`src/rtl/l2_mem_pkg.sv`:
```
// Shared types for the L2/memory arbiter: FSM state encoding, op encoding, default widths.
package l2_mem_pkg;

    localparam int unsigned ADDR_W_DEF = 28;
    localparam int unsigned LINE_W_DEF = 128;

    typedef enum logic [1:0] {
        IDLE,
        ISSUE,
        RESP
    } state_t;

    typedef enum logic {
        OP_READ  = 1'b0,
        OP_WRITE = 1'b1
    } op_t;

endpackage

```
`src/rtl/l2_mem_arbiter_rr_pick.sv`:
```
// Combinational round-robin picker: first set request scanning from rr_ptr upward, wrapping.
module rr_pick #(
    parameter int unsigned N_CH  = 2,
    parameter int unsigned PTR_W = 1
) (
    input  logic [N_CH-1:0]  req,
    input  logic [PTR_W-1:0] rr_ptr,
    output logic [N_CH-1:0]  gnt_oh,
    output logic [PTR_W-1:0] gnt_idx,
    output logic             gnt_any
);

    int unsigned      cand;
    logic [PTR_W-1:0] cand_idx;

    always_comb begin
        gnt_oh   = '0;
        gnt_idx  = '0;
        gnt_any  = 1'b0;
        cand     = 0;
        cand_idx = '0;
        for (int unsigned k = 0; k < N_CH; k++) begin
            cand     = (32'(rr_ptr) + k) % N_CH;
            cand_idx = PTR_W'(cand);
            if (!gnt_any && req[cand_idx]) begin
                gnt_any          = 1'b1;
                gnt_oh[cand_idx] = 1'b1;
                gnt_idx          = cand_idx;
            end
        end
    end

endmodule

```
`src/rtl/l2_mem_arbiter.sv`:
```
// N-channel round-robin line arbiter onto a single memory port; one transaction in flight.
module l2_mem_arbiter
    import l2_mem_pkg::*;
#(
    parameter int unsigned N_CH   = 2,
    parameter int unsigned ADDR_W = ADDR_W_DEF,
    parameter int unsigned LINE_W = LINE_W_DEF
) (
    input  logic                     clk,
    input  logic                     rst_n,
    input  logic [N_CH-1:0]          ch_read,
    input  logic [N_CH-1:0]          ch_write,
    input  logic [N_CH*ADDR_W-1:0]   ch_addr,
    input  logic [N_CH*LINE_W-1:0]   ch_wdata,
    output logic [LINE_W-1:0]        ch_rdata,
    output logic [N_CH-1:0]          ch_ready,
    output logic                     mem_read,
    output logic                     mem_write,
    output logic [ADDR_W-1:0]        mem_addr,
    output logic [LINE_W-1:0]        mem_wdata,
    input  logic [LINE_W-1:0]        mem_rdata,
    input  logic                     mem_ready
);

    localparam int unsigned PTR_W = (N_CH > 1) ? $clog2(N_CH) : 1;

    state_t            state_q, state_d;
    op_t               op_q;
    logic [PTR_W-1:0]  rr_ptr_q, gnt_q, pick_idx;
    logic [N_CH-1:0]   gnt_oh_q, pick_oh, req;
    logic              pick_any;
    logic [ADDR_W-1:0] addr_q, sel_addr;
    logic [LINE_W-1:0] wdata_q, rdata_q, sel_wdata;
    logic              sel_wr;

    assign req = ch_read | ch_write;

    rr_pick #(
        .N_CH  (N_CH),
        .PTR_W (PTR_W)
    ) u_pick (
        .req     (req),
        .rr_ptr  (rr_ptr_q),
        .gnt_oh  (pick_oh),
        .gnt_idx (pick_idx),
        .gnt_any (pick_any)
    );

    // One-hot AND-OR select keeps the channel mux free of variable-width indexing.
    always_comb begin
        sel_addr  = '0;
        sel_wdata = '0;
        sel_wr    = 1'b0;
        for (int unsigned i = 0; i < N_CH; i++) begin
            if (pick_oh[i]) begin
                sel_addr  = sel_addr  | ch_addr[i*ADDR_W +: ADDR_W];
                sel_wdata = sel_wdata | ch_wdata[i*LINE_W +: LINE_W];
                sel_wr    = sel_wr    | ch_write[i];
            end
        end
    end

    always_ff @(posedge clk or negedge rst_n) begin
        if (!rst_n) begin
            state_q <= IDLE;
        end else begin
            state_q <= state_d;
        end
    end

    always_comb begin
        state_d   = state_q;
        mem_read  = 1'b0;
        mem_write = 1'b0;
        ch_ready  = '0;
        unique case (state_q)
            IDLE: begin
                if (pick_any) state_d = ISSUE;
            end
            ISSUE: begin
                mem_read  = (op_q == OP_READ);
                mem_write = (op_q == OP_WRITE);
                if (mem_ready) state_d = RESP;
            end
            RESP: begin
                ch_ready = gnt_oh_q;
                state_d  = IDLE;
            end
            default: state_d = IDLE;
        endcase
    end

    always_ff @(posedge clk or negedge rst_n) begin
        if (!rst_n) begin
            rr_ptr_q <= '0;
            gnt_q    <= '0;
            gnt_oh_q <= '0;
            op_q     <= OP_READ;
            addr_q   <= '0;
            wdata_q  <= '0;
            rdata_q  <= '0;
        end else begin
            if (state_q == IDLE && pick_any) begin
                gnt_q    <= pick_idx;
                gnt_oh_q <= pick_oh;
                addr_q   <= sel_addr;
                wdata_q  <= sel_wdata;
                op_q     <= sel_wr ? OP_WRITE : OP_READ;
            end
            if (state_q == ISSUE && mem_ready && op_q == OP_READ) begin
                rdata_q <= mem_rdata;
            end
            if (state_q == RESP) begin
                rr_ptr_q <= (gnt_q == PTR_W'(N_CH - 1)) ? '0 : gnt_q + PTR_W'(1);
            end
        end
    end

    assign mem_addr  = addr_q;
    assign mem_wdata = wdata_q;
    assign ch_rdata  = rdata_q;

endmodule

```
`config.mk`:
```
export PLATFORM = sky130hd
export DESIGN_NAME = l2_mem_arbiter
export DESIGN_NICKNAME = d
export VERILOG_FILES = /design/src/rtl/l2_mem_pkg.sv /design/src/rtl/l2_mem_arbiter_rr_pick.sv /design/src/rtl/l2_mem_arbiter.sv
export SDC_FILE = /design/constraint.sdc
export NUM_CORES = 1
export LEC_CHECK = 0
export CAP_MARGIN = 5
export CORE_AREA = 4 4 286 288
export DETAILED_ROUTE_END_ITERATION = 8
export DIE_AREA = 0 0 290 292
export SLEW_MARGIN = 20
export SYNTH_ARGS = -nofsm -noshare
export SYNTH_HDL_FRONTEND = slang
export SYNTH_SLANG_ARGS = --single-unit
```
`constraint.sdc`:
```
create_clock -name clk -period 2.3 [get_ports clk]
set_input_delay 0.23 -clock clk [delete_from_list [all_inputs] [get_ports clk]]
set_output_delay 0.23 -clock clk [all_outputs]
set_load 0.005 [all_outputs]
```
==> metrics.txt, run 1 <==
status=finished clean; die footprint=84,680 um^2; reg2reg end=ch_rdata[35]; Syn Nets=1,291; post-synthesis register bit count=291; mux contribution to synthesized area=0.1189; drt pass-1 iters=4; Slew HR=0.5511; pins over their slew limit=0; crit-path max cell delay=0.55 ns; worst-path fanout max=5; number of routed nets with antenna violations=0; TritonCTS Buffers=37; vias per cell=4.078; clock latency on the worst-skew pair=0.54 ns; Final Wtd Congestion=0.8618; Final TNS setup=0 ns; H-Tree Depth=2; clock sinks=291; XOR/XNOR share of the synthesized area=0; clk slew on worst S/H paths=around 0.060 ns; Die Y=292 um; sequential area share after synthesis=0.5964; Core Box Area=78,870 um^2; Max VDD drop=0.0005864 V; Initial Util=0.1548; crit start category=flip-flop; layout cell share with drive strength beyond 1=0.1574; RSZ-0062 raised after global routing=false; PwrDens=1291 nW/um^2; Tot GR Track Use=0.1216; initial drt markers=516; Worst-Margin Slew=0.6734 ns; Synth top area share=0.5964; largest family of logic cells by synthesized area=compound AO/OA/AOI/OAI gates; Crit Reg-Reg Startpoint=state_q[1]; post-synthesis simple-gate area fraction=0.006353; final setup fails=0; Max Clk Rate=466.6 MHz; top cells by area, synth=dfrtp_1, a221o_1, mux2_2; # DRC=0; CTS tree=done; Longest Clk Path Bufs=3; Routed WL per cell=20.45 um; Yosys top cell by area=dfrtp_1; num rows=103; final hold vios=0; Mapped Avg Cell Area=14.47 um^2; max-cap viol count=0; Root Buffer=clkbuf_16; slowest cell on the critical path=clkdlybuf4s50_1; DR vias=10,890; fin crit period=2.143 ns; Worst Path Arrival=1.91 ns; pre-CTS setup slack=0.1114 ns; CP required=2.07 ns; synth unique cells=23; post-DP HPWL=42,200 um; Ys Warns=0; Final nets=between 2,000 and 2,500; worst setup margin=about 0.16 ns; gr ovfl total=0; Hold Path Class=input pin to async pin; post-route clock period utilization=0.9318; Mapped Area=approximately 12,000 um^2; port bufs=734; clk_skew=0.01333 ns; setup slack, reg-to-reg=0.42 ns; Pleak=8.887 nW; compound-gate portion of the synthesized area=0.2292; cell depth of the worst flop-to-flop path=5; CP endpoint kind=output port; Area growth, synth to finish=82.07%; Critical Path, Cell by Cell=nand2b_1 > nor2_1 > clkdlybuf4s50_1; Synth Area in Adders=0; post-synthesis cell count=844; first-pass GRT wire length=79,940 um; antenna violations before repair=3; largest net degree at the start of global routing=76; fillers=8,018; I/O pins=roughly 740; Die W=290 um; number of global-route vias before repair=around 12,000; DRT Wirelength=54,610 um; Setup CP Type=flip-flop to output port
## layout make-up
cell class	count	area, um^2	area share
Inverter	4	15.01	0.0006754
Timing Repair Buffer	794	7980	0.3590
Multi-Input combinational cell	465	4353	0.1958
Tap cell	1050	1314	0.05910
Clock inverter	11	160.2	0.007204
Sequential cell	291	7282	0.3276
Antenna cell	1	2.502	0.0001126
Clock buffer	55	1125	0.05060
## layer usage
metal,global-route usage,wire length (um),up-vias
met5,0,0,-
met4,0.04294,1780,0
met3,0.03719,4473,94
met2,0.2126,27580,542
met1,0.1410,20780,5469
li1,-,-,4788
## critical path, delay by kind of cell, from the launching register on
kind	cells	cell delay, ns
simple gates	2	0.41
buf+inv	1	0.55
flops	1	0.41
## metrics by stage
stage | hold WS (ns) | utilization | std cells | total power, W | area (um^2)
CTS | 0.2278 | 0.2818 | 2670 | 0.02914 | 22230
global placement | 0.2952 | 0.2654 | 2603 | 0.02246 | 20930
global route | 0.2491 | 0.2818 | 2670 | 0.03032 | 22230
floorplan | -0.06559 | - | 844 | 0.01439 | 12210
finish | 0.2865 | 0.2819 | 2671 | 0.02869 | 22230
detailed placement | 0.2985 | 0.2654 | 2603 | 0.02274 | 20930
## cell usage in the layout, fill, tap and decap left out, types with 2 or more instances in the layout
| cell | instances |
|---|---|
| nand2_1 | 2 |
| clkbuf_16 | 38 |
| bufinv_16 | 3 |
| nand2b_1 | 2 |
| buf_4 | 45 |
| buf_12 | 14 |
| clkdlybuf4s50_1 | 733 |
| clkbuf_8 | 11 |
| a221o_1 | 155 |
| a21boi_1 | 111 |
| a21o_1 | 3 |
| dfrtp_1 | 291 |
| clkbuf_1 | 6 |
| mux2_2 | 128 |
| nor2_1 | 6 |
| a21boi_0 | 46 |
| inv_1 | 4 |
| clkinv_2 | 5 |
| o21ai_0 | 3 |
## cell families (layout without fill, tap and decap cells)
group                  after synthesis  in the layout
flip-flops                         291            291
AO/OA/AOI/OAI                      321            321
buffers and inverters               88            864
multiplexers                       129            129
other                                0              1
AND/OR/NAND/NOR                     15             15
## cells in the mapped netlist (all sizes together)
master   count
mux2       128
mux2i        1
nor2         8
nand2        2
inv          4
a21o         3
dfrtp      291
nand2b       2
a221o      156
buf         52
and3b        1
a21boi     157
o221a        1
o2bb2ai      1
nor3         1
or4          1
clkbuf      32
o21ai        3
## how the worst max path moves through the flow
stage | start | endpoint | slack, ns
final | state_q[1] | mem_read | 0.16
after CTS | state_q[1] | mem_write | 0.03
after global routing | state_q[1] | mem_read | 0.02
after floorplan | state_q[1] | ch_rdata[107] | 0.71
after global placement | ch_read[0] | mem_wdata[83] | 0.15
after detailed placement | ch_read[1] | mem_addr[5] | 0.11
## state kept, by name, summed over array words and instances, names as in the netlist
| register | flops |
|---|---|
| ch_rdata | 128 |
| mem_wdata | 128 |
| mem_addr | 28 |
| gnt_oh_q | 2 |
| state_q | 2 |
| gnt_q | 1 |
| op_q | 1 |
| rr_ptr_q | 1 |
## timing repair
action,CTS,global route
gates resized for setup,0,1
endpoints found under the hold margin,54,0
setup endpoints to repair,0,1
hold buffers,1,0
setup buffers,0,0
## power breakdown
part | internal, W | total, W | switching (W)
logic | 0.00835 | 0.0134 | 0.00501
clock network | 0.00374 | 0.00610 | 0.00237
registers | 0.00771 | 0.00924 | 0.00152
Power figures use the tool's default switching activity.
==> run 2: changes to the inputs <==
Settings changed: CORE_AREA 4 4 286 288 to 2 2 284 286, DIE_AREA 0 0 290 292 to 0 0 286 288.
==> metrics.txt, run 2 (synthesis gave the netlist of run 1 again) <==
status=finished clean; drt pass-1 iters=4; worst setup margin=0.2437 ns; crit-path max cell delay=around 0.53 ns; most frequent cells in the layout=clkdlybuf4s50_1, dfrtp_1, a221o_1; Core Util, Final=0.2788; Worst Path Arrival=between 1.5 and 2 ns; Area growth, synth to finish=81.81%; pre-CTS setup slack=-0.03866 ns; Max Clk Rate=slightly below 500 MHz; fin cells=~2,700; clk_skew=between 0.007 and 0.008 ns; Worst-Margin Slew=0.5718 ns; vias per cell=4.038; CP endpoint kind=output port; Total Power=0.02817 W; gr ovfl total=0; Pleak=8.887 nW; first-pass GRT wire length=74,020 um; clock latency on the worst-skew pair=0.53 ns; DR vias=around 11,000; num rows=104; most common cell after layout, fill and taps aside=clkdlybuf4s50_1; number of diodes=0; post-route clock period utilization=0.8940; number of global-route vias before repair=11,860; H-Tree Depth=2; final setup fails=0; post-DP HPWL=38,630 um; Die Y=around 290 um; final hold vios=0; clk slew on worst S/H paths=0.06 ns; number of routed nets with antenna violations=0; die footprint=roughly 82,000 um^2; TritonCTS Buffers=36; CP required=between 2 and 2.5 ns; RSZ-0062 raised after global routing=false; Core Box Area=between 70,000 and 80,000 um^2; Slew HR=0.6188; Max VDD drop=0.0006254 V; largest net degree at the start of global routing=81; CTS tree=done; DRT Wirelength=between 50,000 and 60,000 um; antenna violations before repair=0; Post-DP Area=approximately 21,000 um^2; Initial Util=0.1533; max-cap viol count=0; Critical Path, Cell by Cell=nand2b_1 > nor2_1 > clkdlybuf4s50_1; Worst Setup SP=state_q[0]; design area=22,200 um^2; Setup CP Type=flip-flop to output port; Final nets=2,048; layout cell share with drive strength beyond 1=0.1614; Hold Path Class=input pin to async pin; # DRC=0; crit start category=flip-flop; worst-path fanout max=4; clock sinks=around 290; Longest Clk Path Bufs=3; Tot GR Track Use=0.1160; pins over their slew limit=0; Routed WL per cell=18.93 um; Cells after DPL=2,622; Root Buffer=clkbuf_16; PwrDens=1269 nW/um^2; I/O pins=735; slowest cell on the critical path=clkdlybuf4s50_1; Final Wtd Congestion=roughly 0.88; fin crit period=2.056 ns; port bufs=734; Crit Reg-Reg Startpoint=state_q[0]; Post-CTS Setup Bufs=0; initial drt markers=396; Die W=approximately 290 um
run 2: cell count changes in the layout (fill, tap and decap cells not counted), moves of 2 or more:
cell      before  now
inv_6          0    2
buf_4         45   54
clkbuf_8      11    3
clkinv_2       5   13
run 2: final timing paths:
kind | to | slack [ns] | depth (start not counted)
setup / recovery | ch_ready[0] | 0.24 | 3
hold reg to reg | rr_ptr_q | 0.46 | 1
setup reg to reg | mem_wdata[107] | 0.30 | 4
max in group asynchronous | ch_rdata[127] | 1.26 | 3
hold / removal | ch_rdata[17] | 0.26 | 2
min in group clk | state_q[1] | 0.28 | 3
run 2: layer usage:
| layer | GRT usage | wire length (um) | up-vias | part of all wire |
|---|---|---|---|---|
| met1 | 0.1344 | 19840 | 5487 | 0.39 |
| met4 | 0.04398 | 1558 | 0 | 0.031 |
| met5 | 0 | 0 | - | 0 |
| li1 | - | - | 4807 | - |
| met2 | 0.2042 | 25890 | 482 | 0.51 |
| met3 | 0.03043 | 3608 | 82 | 0.071 |
run 2: cell type report:
cell class | instances | area, um^2
Clock buffer | 46 | 989.7
Inverter | 4 | 15.01
Multi-Input combinational cell | 465 | 4350
Sequential cell | 291 | 7282
Fill cell | 8127 | 57440
Clock inverter | 20 | 188.9
Timing Repair Buffer | 803 | 8048
Tap cell | 1060 | 1326
run 2: what timing repair did:
action                                 4_1_cts  5_1_grt
resized for setup                            0        0
hold buffers                                 1        0
endpoints found under the hold margin       42        0
run 2: stage by stage:
step / setup TNS (ns) / hold WS (ns)
global route: 0 / 0.2541
CTS: 0 / 0.2145
floorplan: 0 / -0.06559
detailed placement: -0.2253 / 0.2330
finish: 0 / 0.2613
global placement: -0.4164 / 0.2294
run 2: power by group:
part	total, W	switching [W]	internal (W)
combinational	0.0132	0.00485	0.00836
clock	0.00572	0.00232	0.00340
sequential	0.00923	0.00152	0.00771
total	0.0282	0.00870	0.0195
run 2: worst max-delay path, delay by kind of cell (launching register included):
| kind | cells | cell delay [ns] |
|---|---|---|
| flip-flops | 1 | 0.42 |
| buffers and inverters | 1 | 0.53 |
| AND/OR/NAND/NOR | 2 | 0.35 |
